===== src/rtl/shifter_pkg.sv =====
`default_nettype none
// ============================================================================
// Module      : shifter_pkg
// Description : Shared types and helpers for the pipelined barrel shifter:
//               operation encoding, legality test and the mapping of mux
//               levels onto pipeline register stages.
// Revision    : 1.0 - initial release
// ============================================================================
package shifter_pkg;

    localparam int MODE_W = 3;

    typedef enum logic [MODE_W-1:0] {
        LSL = 3'd0,
        LSR = 3'd1,
        ASR = 3'd2,
        ROL = 3'd3,
        ROR = 3'd4
    } mode_e;

    // Encodings 5..7 are reserved and flagged as errors at the output.
    function automatic logic is_legal_mode(input logic [MODE_W-1:0] mode);
        return (mode <= 3'd4);
    endfunction

    // One past the last mux level held by register stage k (1-based).
    function automatic int stage_bound(input int k, input int sh_w, input int lat);
        return (k * sh_w + lat - 1) / lat;
    endfunction

    // Register stage feeding mux level lvl; 0 means the raw input port.
    function automatic int level_src(input int lvl, input int sh_w, input int lat);
        return (lvl * lat) / sh_w;
    endfunction

endpackage : shifter_pkg
`default_nettype wire


===== src/rtl/shift_level.sv =====
`default_nettype none
// ============================================================================
// Module      : shift_level
// Description : One combinational level of the log2 shifter. Shifts by
//               2**LEVEL when enabled, in the direction and with the fill
//               (zero, sign or wrapped bits) that the operation requires.
//               Illegal operations pass data through untouched.
// Revision    : 1.0 - initial release
// ============================================================================
module shift_level
    import shifter_pkg::*;
#(
    parameter int WIDTH = 16,
    parameter int LEVEL = 0
) (
    input  logic [WIDTH-1:0]  i_data,
    input  logic              i_en,
    input  logic [MODE_W-1:0] i_mode,
    output logic [WIDTH-1:0]  o_data
);

    localparam int c_S = 2 ** LEVEL;

    logic [c_S-1:0] w_fill_l;
    logic [c_S-1:0] w_fill_r;

    // Pick fill bits, then apply a fixed-distance left or right shift.
    always_comb begin
        w_fill_l = '0;
        w_fill_r = '0;
        o_data   = i_data;
        case (i_mode)
            ROL:     w_fill_l = i_data[WIDTH-1 -: c_S];
            ROR:     w_fill_r = i_data[c_S-1:0];
            ASR:     w_fill_r = {c_S{i_data[WIDTH-1]}};
            default: ;
        endcase
        if (i_en) begin
            case (i_mode)
                LSL, ROL:      o_data = {i_data[WIDTH-1-c_S:0], w_fill_l};
                LSR, ASR, ROR: o_data = {w_fill_r, i_data[WIDTH-1:c_S]};
                default:       o_data = i_data;
            endcase
        end
    end

endmodule : shift_level
`default_nettype wire


===== src/rtl/pipelined_barrel_shifter.sv =====
`default_nettype none
// ============================================================================
// Module      : pipelined_barrel_shifter
// Description : Parametrised barrel shifter (LSL/LSR/ASR/ROL/ROR) built from
//               SH_W mux levels split over LAT register stages, with a
//               valid/ready handshake and a single global stall.
// Revision    : 1.0 - initial release
// ============================================================================
module pipelined_barrel_shifter
    import shifter_pkg::*;
#(
    parameter int WIDTH = 16,
    parameter int SH_W  = $clog2(WIDTH),
    parameter int LAT   = 2
) (
    input  logic              clk,
    input  logic              rst,
    input  logic              in_valid,
    output logic              in_ready,
    input  logic [WIDTH-1:0]  in_data,
    input  logic [SH_W-1:0]   in_sh,
    input  logic [MODE_W-1:0] in_mode,
    output logic              out_valid,
    input  logic              out_ready,
    output logic [WIDTH-1:0]  out_data,
    output logic              out_zero,
    output logic              out_err
);

    if ((WIDTH < 4) || ((WIDTH & (WIDTH - 1)) != 0)) begin : g_bad_width
        $error("pipelined_barrel_shifter: WIDTH must be a power of two >= 4");
    end
    if (SH_W != $clog2(WIDTH)) begin : g_bad_shw
        $error("pipelined_barrel_shifter: SH_W must equal clog2(WIDTH)");
    end
    if ((LAT < 1) || (LAT > SH_W)) begin : g_bad_lat
        $error("pipelined_barrel_shifter: LAT must lie in 1..SH_W");
    end

    // Stage sources: index 0 is the input port, index k the register stage k.
    logic              w_sv    [0:LAT-1];
    logic [WIDTH-1:0]  w_sd    [0:LAT-1];
    logic [SH_W-1:0]   w_ssh   [0:LAT-1];
    logic [MODE_W-1:0] w_smode [0:LAT-1];
    logic              w_adv;

    // Whole pipe moves when the output slot is empty or being drained.
    assign w_adv    = !out_valid || out_ready;
    assign in_ready = w_adv && !rst;

    assign w_sv[0]    = in_valid;
    assign w_sd[0]    = in_data;
    assign w_ssh[0]   = in_sh;
    assign w_smode[0] = in_mode;

    // Mux levels; the first level of each stage reads that stage's register.
    for (genvar l = 0; l < SH_W; l++) begin : g_level
        localparam int c_SRC   = level_src(l, SH_W, LAT);
        localparam bit c_FIRST = (l == 0) || (level_src(l - 1, SH_W, LAT) != c_SRC);
        logic [WIDTH-1:0] w_in;
        logic [WIDTH-1:0] w_out;

        if (c_FIRST) begin : g_from_reg
            assign w_in = w_sd[c_SRC];
        end else begin : g_from_level
            assign w_in = g_level[l-1].w_out;
        end

        shift_level #(
            .WIDTH (WIDTH),
            .LEVEL (l)
        ) u_level (
            .i_data (w_in),
            .i_en   (w_ssh[c_SRC][l]),
            .i_mode (w_smode[c_SRC]),
            .o_data (w_out)
        );
    end

    // Register stages; mode and amount travel alongside the data.
    for (genvar k = 1; k <= LAT; k++) begin : g_stage
        localparam int c_LAST_LVL = stage_bound(k, SH_W, LAT) - 1;
        logic              r_valid;
        logic [WIDTH-1:0]  r_data;
        logic [MODE_W-1:0] r_mode;
        logic [WIDTH-1:0]  w_cap;

        if (k == LAT) begin : g_cap_last
            assign w_cap = is_legal_mode(w_smode[k-1]) ? g_level[c_LAST_LVL].w_out : '0;
        end else begin : g_cap_mid
            assign w_cap = g_level[c_LAST_LVL].w_out;
        end

        // Stage register: cleared on reset, loaded on global advance.
        always_ff @(posedge clk) begin
            if (rst) begin
                r_valid <= 1'b0;
                r_data  <= '0;
                r_mode  <= '0;
            end else if (w_adv) begin
                r_valid <= w_sv[k-1];
                r_data  <= w_cap;
                r_mode  <= w_smode[k-1];
            end
        end

        if (k < LAT) begin : g_fwd
            logic [SH_W-1:0] r_sh;

            // Shift amount is only needed by later stages.
            always_ff @(posedge clk) begin
                if (rst) begin
                    r_sh <= '0;
                end else if (w_adv) begin
                    r_sh <= w_ssh[k-1];
                end
            end

            assign w_sv[k]    = r_valid;
            assign w_sd[k]    = r_data;
            assign w_ssh[k]   = r_sh;
            assign w_smode[k] = r_mode;
        end else begin : g_out
            assign out_valid = r_valid;
            assign out_data  = r_data;
            assign out_zero  = r_valid && (r_data == '0);
            assign out_err   = r_valid && !is_legal_mode(r_mode);
        end
    end

endmodule : pipelined_barrel_shifter
`default_nettype wire


===== config.mk =====
export PLATFORM = sky130hd
export DESIGN_NAME = pipelined_barrel_shifter
export DESIGN_NICKNAME = d
export VERILOG_FILES = /design/src/rtl/shifter_pkg.sv /design/src/rtl/shift_level.sv /design/src/rtl/pipelined_barrel_shifter.sv
export SDC_FILE = /design/constraint.sdc
export NUM_CORES = 1
export LEC_CHECK = 0
export ABC_AREA = 1
export BUFFER_PORTS_ARGS = -buffer_cell sky130_fd_sc_hd__buf_2
export CORE_MARGIN = 2
export CORE_UTILIZATION = 42
export CTS_CLUSTER_DIAMETER = 80
export DETAILED_ROUTE_END_ITERATION = 16
export PLACE_DENSITY_LB_ADDON = 0.25
export SYNTH_ARGS = -nofsm -noshare
export SYNTH_HDL_FRONTEND = slang
export SYNTH_SLANG_ARGS = --single-unit
export TNS_END_PERCENT = 1

===== constraint.sdc =====
create_clock -name clk -period 3.5 [get_ports clk]
set_input_delay 0.175 -clock clk [delete_from_list [all_inputs] [get_ports clk]]
set_output_delay 0.175 -clock clk [all_outputs]
set_load 0.03 [all_outputs]

Word level (Yosys, flattened, before mapping). Index checks and enable logic that the tools add are counted.

Muxes and demuxes: 17. $lt $le $gt $ge: 2. Reduce and logical (&&, ||, !) cells: 14. Eq/ne operators: 8.

Operator list (count): case mux 16 bit (2 select lines) (4); two-way mux 16 bit (5); zero test 16 bit (1); case mux 8 bit (2 select lines) (1); == test 3 x 2 -> 1 bit, second input constant (4); two-way mux 8 bit (1); case mux 4 bit (2 select lines) (1); == test 3 x 1 -> 1 bit, second input constant (2); == test 3 bit, second input constant (2); less-or-equal comparator 3 bit, second input constant (2); zero test 3 bit (2); OR reduction 3 bit (2); two-way mux 4 bit (1); case mux 2 bit (2 select lines) (1); OR reduction 2 bit (2); logical AND 1 bit (3); zero test 1 bit (3); two-way mux 2 bit (1); case mux 1 bit (2 select lines) (1); logical OR 1 bit (1); two-way mux 1 bit (1).

Register bits after elaboration: 44. Logic and storage cells: 48. Bits of input ports: 27.

Depth between registers and ports, before layout.
Depth after elaboration: 8. Mapped depth: 11.

Modules after synthesis. A second synthesis with hierarchy kept.

Cell total of the unflattened synthesis: 668. Area total of the unflattened synthesis: 3606.0 sq um.

Modules (own cells, without submodules): pipelined_barrel_shifter (area each 1587.8 sq um, times used 1, sequential area each 840.8 sq um, cells an instance 203); shift_level (g_level[0].u_level) (area each 551.8 sq um, times used 1, sequential area each 0.0 sq um, cells an instance 130); shift_level (g_level[2].u_level) (area each 518.0 sq um, times used 1, sequential area each 0.0 sq um, cells an instance 115); shift_level (g_level[1].u_level) (area each 498.0 sq um, times used 1, sequential area each 0.0 sq um, cells an instance 117); shift_level (g_level[3].u_level) (area each 450.4 sq um, times used 1, sequential area each 0.0 sq um, cells an instance 103).

Least setup slack after synthesis. OpenSTA, ideal clock, no wires.

Kind: register to output. Start point: register g_stage[2].r_valid, in the netlist out_valid. End point: output port out_zero. Buffers on the path: 0. Setup slack: 1536 ps. Stages on the path, launching flop included: 5. Arrival time: 1789 ps. Path through: dfxtp_1 -> inv_2 -> nor4_1 -> nand3_1 -> nor4_1.

Longest elaborated chain between the ends: 1.

RTL lines: from (decl) (line pipelined_barrel_shifter.sv:83) `logic r_valid;`; from (signal assigned) (line pipelined_barrel_shifter.sv:101) `r_valid <= w_sv[k-1];`; logical AND 1 bit (line pipelined_barrel_shifter.sv:126) `assign out_zero = r_valid && (r_data == '0);`; to (decl) (line pipelined_barrel_shifter.sv:26) `output logic out_zero,`.

No other way between the ends.

Worst setup path in the final report.
Start point: register g_stage[2].r_valid, in the netlist out_valid. End point: register g_stage[1].r_valid.

Longest elaborated chain between the ends: 2.

RTL lines: zero test 1 bit (line pipelined_barrel_shifter.sv:48) `assign w_adv = !out_valid || out_ready;`; logical OR 1 bit (line pipelined_barrel_shifter.sv:48); to (signal assigned) (line pipelined_barrel_shifter.sv:101); to (decl) (line pipelined_barrel_shifter.sv:83).

No other way between the ends. A chain may end at the register's enable or synchronous reset.

==> flow_metrics.tcl <==
set metrics [dict create \
    status "finished, final reports clean" \
    end_kind "flip-flop" \
    dp.cells 649 \
    sw_frac_of_total_pct 36.7 \
    finalSetupViolCount 0 \
    avgSynthCellArea_um2 5.89 \
    maxSlewHeadroom_pct 39.7 \
    synthCells 524 \
    cts_made_buffers 5 \
    cp_top_family "buffers and inverters" \
    overflow 0 \
    hp-start "in_valid" \
    die_h_um 89.7 \
    rows 31 \
    routed-via-count 3496 \
    max_stage_delay_ps 380 \
    path_max_fanout 30 \
    met1_usage_pct 29.6 \
    grt_max_degree 31 \
    reg2reg_from "out_valid" \
    use_met3_pct 3.69 \
    r2r_slack_ps 1560 \
    p_switching_mw 0.509 \
    die_area_um2 8050 \
    r2r_cells 7 \
    syn_to_final_growth_pct 11.2 \
    period_needed_ps 1940 \
    grt_pass1_wl_um 14900 \
    dpl_worst_slack_ps 1550 \
    viasPerCell 5.32 \
    cts-root-buf "clkbuf_8" \
    cts_sinks 42 \
    port_buffers 46 \
    antenna_left 0 \
    setup_slack_ps 1560 \
    p_comb_share_pct 31.4 \
    cp_cell_sequence "inv_2, nor2_2, inv_1, nor2_1, buf_4, clkinv_1, o21ai_0" \
    rsz0062_at_grt "no" \
    cts_tree "yes" \
    syn_nets 551 \
    min_to "g_stage[1].r_valid" \
    fmax_ghz 0.515 \
    start_util_pct 43.0 \
    mostFrequentLayoutCells "nand2_1, nand3_1, buf_2" \
    cp.required_ps 3720 \
    p_leak_nw 1.73 \
    yosysUniqueCellTypes 30 \
    worstHoldPathType "in -> reg" \
    use_met2_pct 36.6 \
    first_global_vias 3157 \
    antenna_cells 0 \
    core_region_area_um2 7180 \
    drt_iter0_drc 334 \
    hold_viol 0 \
    p_int_mw 0.876 \
    avgRoutedWirePerCell_um 13.3 \
    critPathBufInv 4 \
    h-tree-depth 2 \
    drive_above_1_share_pct 14.5 \
    grt_usage_pct 22.0 \
    ys_ff_latch 42 \
    pwr-share-seq_pct 41.0 \
    dp_hpwl_um 6640 \
    worst_pin_slew_ps 902 \
    peakVddDrop_v 0.000158 \
    cts_setup_buffers 0 \
    die_w_um 89.7 \
    syn_area_um2 3090 \
    p_clk_share_pct 27.6 \
    clock_path_buffers 2 \
    place.gp.congestion 0.916 \
    maxCapViolCount 0 \
    wirelength_um 8730 \
    path_class "reg -> reg" \
    ys_warn_count 0 \
    fin_area_um2 3430 \
    final_cells 657 \
    tns_ps 0 \
    antenna_found_initial 0 \
    reg2reg_to "g_stage[1].r_valid" \
    cts_resized 0 \
    dr.pass1.iters 8 \
    boundaryPins 47 \
    skew_ps 10.1 \
    final_nets 584 \
    hold_buffers 0 \
    p_total_mw 1.38 \
    seq_area_frac_synth_pct 27.3 \
    busiest_layer "met2" \
    slowest_stage "inv_1" \
    post-route-period-util_pct 55.5 \
    arrival_ps 2170 \
    clk_pin_slew_ps 80 \
    placed_area_um2 3320 \
    hold_depth 3 \
    clk_latency_ps 300 \
    power_density_nw_per_um2 404 \
    critPathLaunchType "flip-flop" \
    final_common_cell "nand2_1" \
    drv_slew 0 \
    remaining_drc_errors 0 \
]
worst max path at each step:
| stage | endpoint | cells past startpoint | slack [ps] | from |
|---|---|---|---|---|
| floorplan | out_zero | 4 | 1540 | out_valid |
| global placement | g_level[2].w_in[3] | 10 | 1580 | in_mode[2] |
| detailed placement | g_stage[1].r_valid | 7 | 1550 | out_valid |
| CTS | g_stage[1].r_valid | 7 | 1550 | out_valid |
| global route | g_stage[1].r_valid | 7 | 1290 | out_valid |
| finish | g_stage[1].r_valid | 7 | 1560 | out_valid |
worst min-delay path, stage by stage:
cell and delay [ps]:
buf_2 80, nand2_1 40, o21ai_0 60
flip-flops by register name, indices dropped and copies added (netlist names):
signal	flops
g_stage.r_valid	1
g_stage.g_fwd.r_sh	2
g_stage.r_mode	6
out_valid	1
g_level.w_in	16
out_data	16
metal layers:
| layer | wire (µm) | vias up |
|---|---|---|
| met3 | 471 | 12 |
| met4 | 122 | 0 |
| li1 | - | 1793 |
| met1 | 4100 | 1557 |
| met5 | 0 | - |
| met2 | 4040 | 134 |
area by class of cell:
class,instances,area (µm²)
timing repair buffer,47,238
clock buffer,6,72.6
fill,769,3740
tap,99,124
inverter,43,164
clock inverter,2,37.5
sequential,42,841
multi-input combinational,418,1950
power by group through the flow:
stage                     combinational, mW  sequential [mW]  clock [mW]
final                                 0.435            0.567       0.382
after global routing                  0.489            0.574       0.410
after CTS                             0.431            0.567       0.388
after detailed placement              0.429            0.578           0
after global placement                0.429            0.576           0
after floorplan                       0.290            0.606           0
stage by stage:
step	hold slack, ps	utilization (%)
detailed placement	400	46.3
global route	84.8	47.8
finish	85.4	47.8
floorplan	244	-
global placement	382	46.3
CTS	83.7	47.8
Yosys cell counts (all sizes together):
cell type    n  area [µm²]
nand2      181         731
nand3       81         415
o21ai       49         249
a21oi       44         220
dfxtp       42         841
inv         41         156
nor2        27         114
or2         19         119
buf         13        95.1
o22ai       10        62.6
clkbuf       8        31.3
nor4         3        18.8
clkinv       2        7.51
nand4        2        12.5
a211oi       1        7.51
nor3         1        5.00
cells by family (layout without fill, tap and decap cells):
logic type	Yosys count	after routing	share of synthesized area, %
buffers and inverters	64	98	9.41
and+or+nand+nor	314	314	45.9
DFF	42	42	27.3
AOI/OAI and AO/OA	104	104	17.5
Power figures use the tool's default switching activity.
